==> config.mk <==
export PLATFORM = sky130hd
export DESIGN_NAME = ecc_ladder_ctrl
export DESIGN_NICKNAME = d
export VERILOG_FILES = /design/src/rtl/ecc_ctrl_pkg.sv /design/src/rtl/ecc_word_loader.sv /design/src/rtl/ecc_ladder_ctrl.sv
export SDC_FILE = /design/constraint.sdc
export NUM_CORES = 2
export LEC_CHECK = 0
export CAP_MARGIN = 20
export CORE_ASPECT_RATIO = 1.25
export CORE_MARGIN = 2
export CORE_UTILIZATION = 60
export CTS_CLUSTER_DIAMETER = 60
export DETAILED_ROUTE_END_ITERATION = 8
export GPL_ROUTABILITY_DRIVEN = 0
export PLACE_DENSITY_LB_ADDON = 0.08
export SLEW_MARGIN = 20
export SYNTH_ARGS = -nofsm -noshare
export SYNTH_HDL_FRONTEND = slang
export SYNTH_SLANG_ARGS = --single-unit
==> constraint.sdc <==
create_clock -name clk -period 94 [get_ports clk]
set_clock_uncertainty 0.2 [all_clocks]
set_input_delay 18.8 -clock clk [delete_from_list [all_inputs] [get_ports clk]]
set_output_delay 18.8 -clock clk [all_outputs]
set_load 0.01 [all_outputs]
==> src/rtl/ecc_ctrl_pkg.sv <==
// Shared types and constants for the ECC Montgomery-ladder sequencer.
// Sequencer states, operand slot numbering and the operand word-count helper.
package ecc_ctrl_pkg;

  typedef enum logic [2:0] {
    IDLE,
    CHECK,
    ISSUE,
    WAIT,
    FIXUP,
    WAITF,
    DONE
  } state_e;

  localparam int unsigned NUM_SLOTS = 4;
  localparam int unsigned SLOT_RX   = 0;
  localparam int unsigned SLOT_RY   = 1;
  localparam int unsigned SLOT_RB   = 2;
  localparam int unsigned SLOT_K    = 3;

  function automatic int unsigned words_per_op(input int unsigned width,
                                               input int unsigned din_w);
    return width / din_w;
  endfunction

endpackage

==> src/rtl/ecc_word_loader.sv <==
// Deserialises Rx, Ry, Rb and k from a DIN_W-bit bus, MS word first per operand.
// Tracks the 4-slot word counter and the loaded flag.
module ecc_word_loader
  import ecc_ctrl_pkg::*;
#(
  parameter int unsigned WIDTH = 128,
  parameter int unsigned DIN_W = 32,
  parameter int unsigned WORDS = 4
) (
  input  logic             clk,
  input  logic             rst,
  input  logic             load_en_i,
  input  logic [DIN_W-1:0] din_i,
  input  logic             clear_i,
  input  logic             zero_res_i,
  output logic             loaded_o,
  output logic [WIDTH-1:0] rx_o,
  output logic [WIDTH-1:0] ry_o,
  output logic [WIDTH-1:0] rb_o,
  output logic [WIDTH-1:0] k_o
);

  localparam int unsigned TOTAL  = NUM_SLOTS * WORDS;
  localparam int unsigned CNT_W  = $clog2(TOTAL);
  localparam int unsigned SLOT_W = $clog2(NUM_SLOTS);
  localparam logic [CNT_W-1:0] LAST = CNT_W'(TOTAL - 1);

  logic [CNT_W-1:0]                cnt_q, cnt_d;
  logic                            loaded_q, loaded_d;
  logic [NUM_SLOTS-1:0][WIDTH-1:0] op_q, op_d;
  logic [SLOT_W-1:0]               slot;
  logic [WIDTH+DIN_W-1:0]          shifted;

  // NOTE: every combinational output gets a default before the case/if logic,
  // otherwise paths that skip an assignment infer latches.
  always_comb begin
    cnt_d    = cnt_q;
    loaded_d = loaded_q;
    op_d     = op_q;
    slot     = SLOT_W'(cnt_q / CNT_W'(WORDS));
    shifted  = {op_q[slot], din_i};
    if (load_en_i) begin
      op_d[slot] = shifted[WIDTH-1:0];
      if (cnt_q == LAST) begin
        cnt_d    = '0;
        loaded_d = 1'b1;
      end else begin
        // Any word other than the last, including a wrap-around restart, invalidates the load.
        cnt_d    = cnt_q + CNT_W'(1);
        loaded_d = 1'b0;
      end
    end
    if (clear_i) begin
      loaded_d = 1'b0;
    end
    if (zero_res_i) begin
      op_d[SLOT_RX] = '0;
      op_d[SLOT_RY] = WIDTH'(1);
    end
  end

  // NOTE: the operand registers are ordinary flops with a defined reset value,
  // not a RAM, so resetting them is both legal and required here.
  always_ff @(posedge clk or posedge rst) begin
    if (rst) begin
      cnt_q    <= '0;
      loaded_q <= 1'b0;
      op_q     <= '0;
    end else begin
      // NOTE: sequential state uses non-blocking assignment so all flops update together.
      cnt_q    <= cnt_d;
      loaded_q <= loaded_d;
      op_q     <= op_d;
    end
  end

  assign loaded_o = loaded_q;
  assign rx_o     = op_q[SLOT_RX];
  assign ry_o     = op_q[SLOT_RY];
  assign rb_o     = op_q[SLOT_RB];
  assign k_o      = op_q[SLOT_K];

endmodule

==> src/rtl/ecc_ladder_ctrl.sv <==
// Montgomery-ladder sequencer: walks k MSB to LSB, one handshaked core step per bit
// with a lazy-swap bit, then a fix-up swap, and latches the results in DONE.
module ecc_ladder_ctrl
  import ecc_ctrl_pkg::*;
#(
  parameter  int unsigned WIDTH = 128,
  parameter  int unsigned DIN_W = 32,
  localparam int unsigned WORDS = words_per_op(WIDTH, DIN_W),
  localparam int unsigned IDX_W = $clog2(WIDTH)
) (
  input  logic             clk,
  input  logic             rst,
  input  logic             data_en,
  input  logic [DIN_W-1:0] din,
  input  logic             start,
  input  logic             core_done,
  output logic             core_start,
  output logic             swap,
  output logic             busy,
  output logic             done,
  output logic             zero_k,
  output logic             load_err,
  output logic [WIDTH-1:0] opt_Rx,
  output logic [WIDTH-1:0] opt_Ry,
  output logic [WIDTH-1:0] opt_Rb,
  output logic [IDX_W-1:0] bit_idx
);

  state_e             state_q, state_d;
  logic [IDX_W-1:0]   bit_idx_q, bit_idx_d;
  logic               prev_q, prev_d;
  logic               zero_k_q, zero_k_d;
  logic               load_err_q, load_err_d;
  logic [WIDTH-1:0]   opt_rx_q, opt_rx_d;
  logic [WIDTH-1:0]   opt_ry_q, opt_ry_d;
  logic [WIDTH-1:0]   opt_rb_q, opt_rb_d;

  logic               loaded;
  logic [WIDTH-1:0]   rx, ry, rb, k;
  logic               k_is_zero;

  assign k_is_zero = (k == '0);

  ecc_word_loader #(
    .WIDTH (WIDTH),
    .DIN_W (DIN_W),
    .WORDS (WORDS)
  ) u_loader (
    .clk        (clk),
    .rst        (rst),
    .load_en_i  (data_en && (state_q == IDLE)),
    .din_i      (din),
    .clear_i    (state_q == DONE),
    .zero_res_i ((state_q == CHECK) && k_is_zero),
    .loaded_o   (loaded),
    .rx_o       (rx),
    .ry_o       (ry),
    .rb_o       (rb),
    .k_o        (k)
  );

  always_comb begin
    state_d    = state_q;
    bit_idx_d  = bit_idx_q;
    prev_d     = prev_q;
    zero_k_d   = zero_k_q;
    load_err_d = load_err_q;
    opt_rx_d   = opt_rx_q;
    opt_ry_d   = opt_ry_q;
    opt_rb_d   = opt_rb_q;
    core_start = 1'b0;
    swap       = 1'b0;
    busy       = 1'b1;
    done       = 1'b0;

    unique case (state_q)
      IDLE: begin
        busy = 1'b0;
        // Uses the registered loaded flag, so a word arriving with start does not count yet.
        if (start) begin
          if (loaded) begin
            load_err_d = 1'b0;
            state_d    = CHECK;
          end else begin
            load_err_d = 1'b1;
          end
        end
      end
      CHECK: begin
        if (k_is_zero) begin
          zero_k_d = 1'b1;
          state_d  = DONE;
        end else begin
          zero_k_d  = 1'b0;
          bit_idx_d = IDX_W'(WIDTH - 1);
          prev_d    = 1'b0;
          state_d   = ISSUE;
        end
      end
      ISSUE: begin
        core_start = 1'b1;
        swap       = k[bit_idx_q] ^ prev_q;
        state_d    = WAIT;
      end
      WAIT: begin
        if (core_done) begin
          prev_d = k[bit_idx_q];
          if (bit_idx_q == '0) begin
            state_d = FIXUP;
          end else begin
            bit_idx_d = bit_idx_q - IDX_W'(1);
            state_d   = ISSUE;
          end
        end
      end
      FIXUP: begin
        core_start = 1'b1;
        swap       = prev_q;
        state_d    = WAITF;
      end
      WAITF: begin
        if (core_done) begin
          state_d = DONE;
        end
      end
      DONE: begin
        done     = 1'b1;
        opt_rx_d = rx;
        opt_ry_d = ry;
        opt_rb_d = rb;
        state_d  = IDLE;
      end
      default: begin
        state_d = IDLE;
      end
    endcase
  end

  always_ff @(posedge clk or posedge rst) begin
    if (rst) begin
      state_q    <= IDLE;
      bit_idx_q  <= '0;
      prev_q     <= 1'b0;
      zero_k_q   <= 1'b0;
      load_err_q <= 1'b0;
      opt_rx_q   <= '0;
      opt_ry_q   <= '0;
      opt_rb_q   <= '0;
    end else begin
      state_q    <= state_d;
      bit_idx_q  <= bit_idx_d;
      prev_q     <= prev_d;
      zero_k_q   <= zero_k_d;
      load_err_q <= load_err_d;
      opt_rx_q   <= opt_rx_d;
      opt_ry_q   <= opt_ry_d;
      opt_rb_q   <= opt_rb_d;
    end
  end

  assign zero_k   = zero_k_q;
  assign load_err = load_err_q;
  assign opt_Rx   = opt_rx_q;
  assign opt_Ry   = opt_ry_q;
  assign opt_Rb   = opt_rb_q;
  assign bit_idx  = bit_idx_q;

endmodule

Word level (Yosys, flattened, before mapping)
Index checks and enable logic that the tools add are counted.
{"block": "totals", "reg_bits": 914, "in_bits": 37, "word_cells": 80}
{"block": "op_classes", "add_sub_neg": 2, "magnitude_cmp": 3, "n_eq_ne": 13, "mux": 33, "bitwise": 1, "reduce_logical": 14}
{"op": "$bwmux W512", "n": 1}
{"op": "$mux W256", "n": 2}
{"op": "$bmux W128 S2", "n": 1}
{"op": "$demux W128 S2", "n": 1}
{"op": "$logic_not A128 Y1", "n": 1}
{"op": "$mux W128", "n": 1}
{"op": "$mux W96", "n": 1}
{"op": "$mux W7", "n": 3}
{"op": "$mux W3", "n": 6}
{"op": "$pmux W3 S6", "n": 1}
{"op": "$pmux W7 S2", "n": 1}
{"op": "$mux W1", "n": 11}
{"op": "$ne A2 B2 Y1 const B", "n": 5}
{"op": "$eq A3 B3 Y1 const B", "n": 3}
{"op": "$lt A7 B8 Y1 const B", "n": 1}
{"op": "$reduce_and A4 Y1", "n": 2}
{"op": "$bmux W1 S7", "n": 1}
{"op": "$logic_not A7 Y1", "n": 1}
{"op": "$sub A7 B1 Y7 const B", "n": 1}
{"op": "$eq A3 B2 Y1 const B", "n": 2}
{"op": "$reduce_bool A2 Y1", "n": 3}
{"op": "$add A4 B1 Y4 const B", "n": 1}
{"op": "$eq A4 B4 Y1 const B", "n": 1}
{"op": "$mux W4", "n": 1}
{"op": "other kinds (11)", "n": 14}

Longest topological paths before layout
{"block": "depth", "ltp_word": 7, "mapped_depth": 10}

Cells and area by module
From an unflattened synthesis, not the netlist that was laid out.
{"block": "unflattened", "hier_cells": 3525, "hier_area_um2": 36346.1}
{"module": "ecc_word_loader", "n_inst": 1, "cells_per_inst": 1680, "area_per_inst_um2": 19925.4, "seq_area_each_um2": 12937.4}
{"module": "ecc_ladder_ctrl", "n_inst": 1, "cells_per_inst": 1845, "area_per_inst_um2": 16420.7, "seq_area_each_um2": 9934.5}

Worst setup path before layout
No wires, ideal clock.
{"block": "synth_timing", "path_type": "reg2out", "start": "register bit_idx_q[0] (netlist: bit_idx[0])", "end": "output port swap", "t_arrival_ns": 2.133, "required_time_ns": 75.000, "path_slack_ns": 72.867, "path_stages_with_launch": 10, "n_path_buf": 2, "cell_sequence": "dfrtp_1 buf_6 buf_12 mux4_1 mux2_2 a31oi_1 nand4_1 o211ai_2 nand2_1 o211ai_1"}
{"block": "synth_via", "elab_chain_cells": 4}
{"element": "from (decl)", "line_no": "ecc_ladder_ctrl.sv:30", "text": "logic [IDX_W-1:0] bit_idx_q, bit_idx_d;"}
{"element": "from (signal assigned)", "line_no": "ecc_ladder_ctrl.sv:151", "text": "bit_idx_q <= bit_idx_d;"}
{"element": "$bmux W1 S7", "line_no": "ecc_ladder_ctrl.sv:102", "text": "swap = k[bit_idx_q] ^ prev_q;"}
{"element": "$mux W1 (not written as such)", "line_no": "ecc_ladder_ctrl.sv:102"}
{"element": "$xor A1 B1 Y1", "line_no": "ecc_ladder_ctrl.sv:102"}
{"element": "$pmux W1 S2", "line_no": "ecc_ladder_ctrl.sv:76", "text": "unique case (state_q)"}
{"element": "to (decl)", "line_no": "ecc_ladder_ctrl.sv:18", "text": "output logic swap,"}
Every way passes these cells. The select of a mux whose other input is x is not followed.

Worst setup path in the final report
Ends and elaborated chain as after synthesis.

==> metrics.csv <==
metric,value,unit
Area contributors post-synth,"dfrtp_1 63%, nand2_1 12%, mux2_2 8.0%, mux2i_1 7.2%, nor2_1 2.8%",
async set or reset register ratio after synthesis,100,%
reg2reg start,u_loader.k_o[108],
Hold Crit Start,u_loader.rb_o[123],
root buffer cell,clkbuf_16,
chip width,224,um
flop2flop setup slack,89.97,ns
Fmax,0.0438,GHz
Hold Crit Class,flop to flop,
Hold Buf Count CTS,0,
Leakage Power,22.7,nW
max incr delay on CP,0.63,ns
Hold Fails Final Rpt,0,
Worst VDD drop,22.7,uV
Main synth FF type,dfrtp_1,
RSZ-0062 raised after global routing,no,
first-pass GRT wire length,149000,um
# port buffers,433,
Final Cycle Share,24.3,%
TritonRoute pass-1 iters,5,
# fillers,4154,
crit path max-delay cell type,mux4_1,
Worst R2R End,u_loader.ry_o[124],
number of synthesized flops with an enable pin,0,
WL/cell,21.6,um
I/O Pins,434,
Period minus WS final,22.83,ns
Post-Syn Area,36300,um^2
WL final,95900,um
Max Cap Viol,0,
CP Capture Type,output pin,
Die ar.,62500,um^2
hold endpoint,opt_Rb[123],
"most common cell after layout, fill and taps aside",nand2_1,
Buf/Inv on CP,2,
grt total ovfl,0,
GRT Overall Usage,31.1,%
WP data arrival,3.83,ns
crit-path cells,"buf_4, mux4_1, mux2_2, a31oi_1, nand4_1, o211ai_2, nand2_1, o211ai_1, clkdlybuf4s50_1",
register area share after synthesis,63.0,%
Hold Crit Depth,2,
Final ANT Viol Nets,0,
FF-to-FF path depth,7,
Via Count,25300,
syn avg cell area,11.2,um^2
CTS tree,yes,
clock slew at reported path FFs,0.06,ns
Multi-input gate area,12600,um^2
Pwr Density,33.4,nW/um^2
post-CTS resize count,0,
Area Growth Syn to Fin,21.4,%
status,finished clean,
Initial Utilization,60.9,%
Detailed Place HPWL,63600,um
Max H-tree Level,3,
CTS Buffer Depth,3,
Die Ht,279,um
critical path launch point type,flop,
Util after Layout,73.9,%
fin nets,3642,
worst setup path class,flop to output pin,
warnings from Yosys,0,
register area,22900,um^2
share of cells above drive strength 1,12.4,%
vias in the first global route,25700,
crit-path leading delay family,buffers and inverters,
Slew Limit Fails,0,
CTS Buf Count,87,
"Setup violations, final",0,
Slew @ Worst Pin,1.08,ns
post-DR vias/cell,5.71,
Post-CTS Setup Inserts,0,
largest net degree at the start of global routing,194,
pre-CTS setup slack,71.16,ns
drt drc,0,
Sink Count,914,
DRT iter0 DRCs,2276,
Setup TNS Final,0,ns
"Net Count, Synth",3280,
Yosys top cell by area,dfrtp_1,
relative slew slack,27.9,%
std cell rows,100,
initial antenna violation count,3,
Cells after Synth,3240,
worst skew pair latency,0.64,ns
Yosys reg bits,914,
critical path required time,75.00,ns
crit-path max FO,37,
most frequent cells in the layout,"1178 x nand2_1, 913 x dfrtp_1, 433 x clkdlybuf4s50_1",
post-synth top area share,63.0,%
Setup WS post-layout,71.17,ns
Yosys cell types,53,
core area,59700,um^2
## logic make-up (layout without fill, tap and decap cells)
family | after synthesis | in the layout | synth area share (%)
fa+ha+maj | 3 | 3 | 0.103
other cells | 0 | 1 | 0
flops | 914 | 914 | 63.0
buf+inv | 197 | 628 | 2.33
xor+xnor | 4 | 4 | 0.0965
compound gates | 40 | 40 | 0.765
mux | 551 | 551 | 17.4
simple gates | 1531 | 1531 | 16.4
## how the worst max path moves through the flow
stage                     from         end  cells past startpoint
floorplan                  rst  bit_idx[0]                      1
global placement           rst  bit_idx[0]                      5
detailed placement         rst  bit_idx[0]                      5
CTS                 bit_idx[0]        swap                      9
global route        bit_idx[0]        swap                      9
finish              bit_idx[0]        swap                      9
## worst min-delay path, delay by kind of cell (launching register included)
| family | cells | cell delay (ns) |
|---|---|---|
| flip-flops | 1 | 0.34 |
| AND/OR/NAND/NOR | 2 | 0.10 |
## cell type report
cell class / count / area share (%)
Sequential cell: 914 / 51.9
Multi-Input combinational cell: 2129 / 28.7
Timing Repair Buffer: 458 / 10.4
Clock buffer: 123 / 5.79
Tap cell: 765 / 2.17
Clock inverter: 35 / 0.964
Inverter: 12 / 0.136
Antenna cell: 1 / 0.00567
## sequential cells by signal (all words and copies together) (netlist names)
signal / count
opt_Rb: 128
opt_Rx: 128
opt_Ry: 128
u_loader.k_o: 128
u_loader.rb_o: 128
u_loader.rx_o: 128
u_loader.ry_o: 128
bit_idx: 7
u_loader.cnt_q: 4
state_q: 3
load_err: 1
prev_q: 1
u_loader.loaded_o: 1
zero_k: 1
## stage by stage
| step | hold WS [ns] | cell area, um^2 | power (mW) | cells |
|---|---|---|---|---|
| floorplan | 0.233 | 36300 | 0.879 | 3240 |
| global placement | 0.245 | 41100 | 1.09 | 4277 |
| detailed placement | 0.252 | 41100 | 1.11 | 4277 |
| CTS | 0.268 | 44100 | 1.48 | 4435 |
| global route | 0.288 | 44100 | 1.55 | 4437 |
| finish | 0.268 | 44100 | 1.47 | 4437 |
## metal layers
layer  vias to the layer above  track usage [%]  routed length [um]
met4                         0             15.5                5020
met2                       965             50.1               46300
met5                         -                0                   0
met3                       233             5.15                6170
met1                     12800             41.4               38400
li1                      11300                -                   -
## synth_stat cells, types with 6 or more instances
library cell and instances:
nor2_1 270, o21ai_0 11, mux2_2 258, nand4_1 10, mux2i_1 261, nor3_1 7
a21oi_1 6, inv_1 9, nand3_1 8, nor4_1 34, mux4_1 17, buf_2 47
dfrtp_1 914, clkbuf_1 127, nand2_1 1179, buf_1 6, mux4_2 15
## power by group
part | leakage [nW] | switching, mW | internal (mW) | total (mW)
Clock | 1.48 | 0.151 | 0.210 | 0.361
Sequential | 11.9 | 0.138 | 0.541 | 0.679
Combinational | 9.36 | 0.216 | 0.218 | 0.434
Total | 22.7 | 0.505 | 0.969 | 1.47
(Power assumes the default switching activity.)
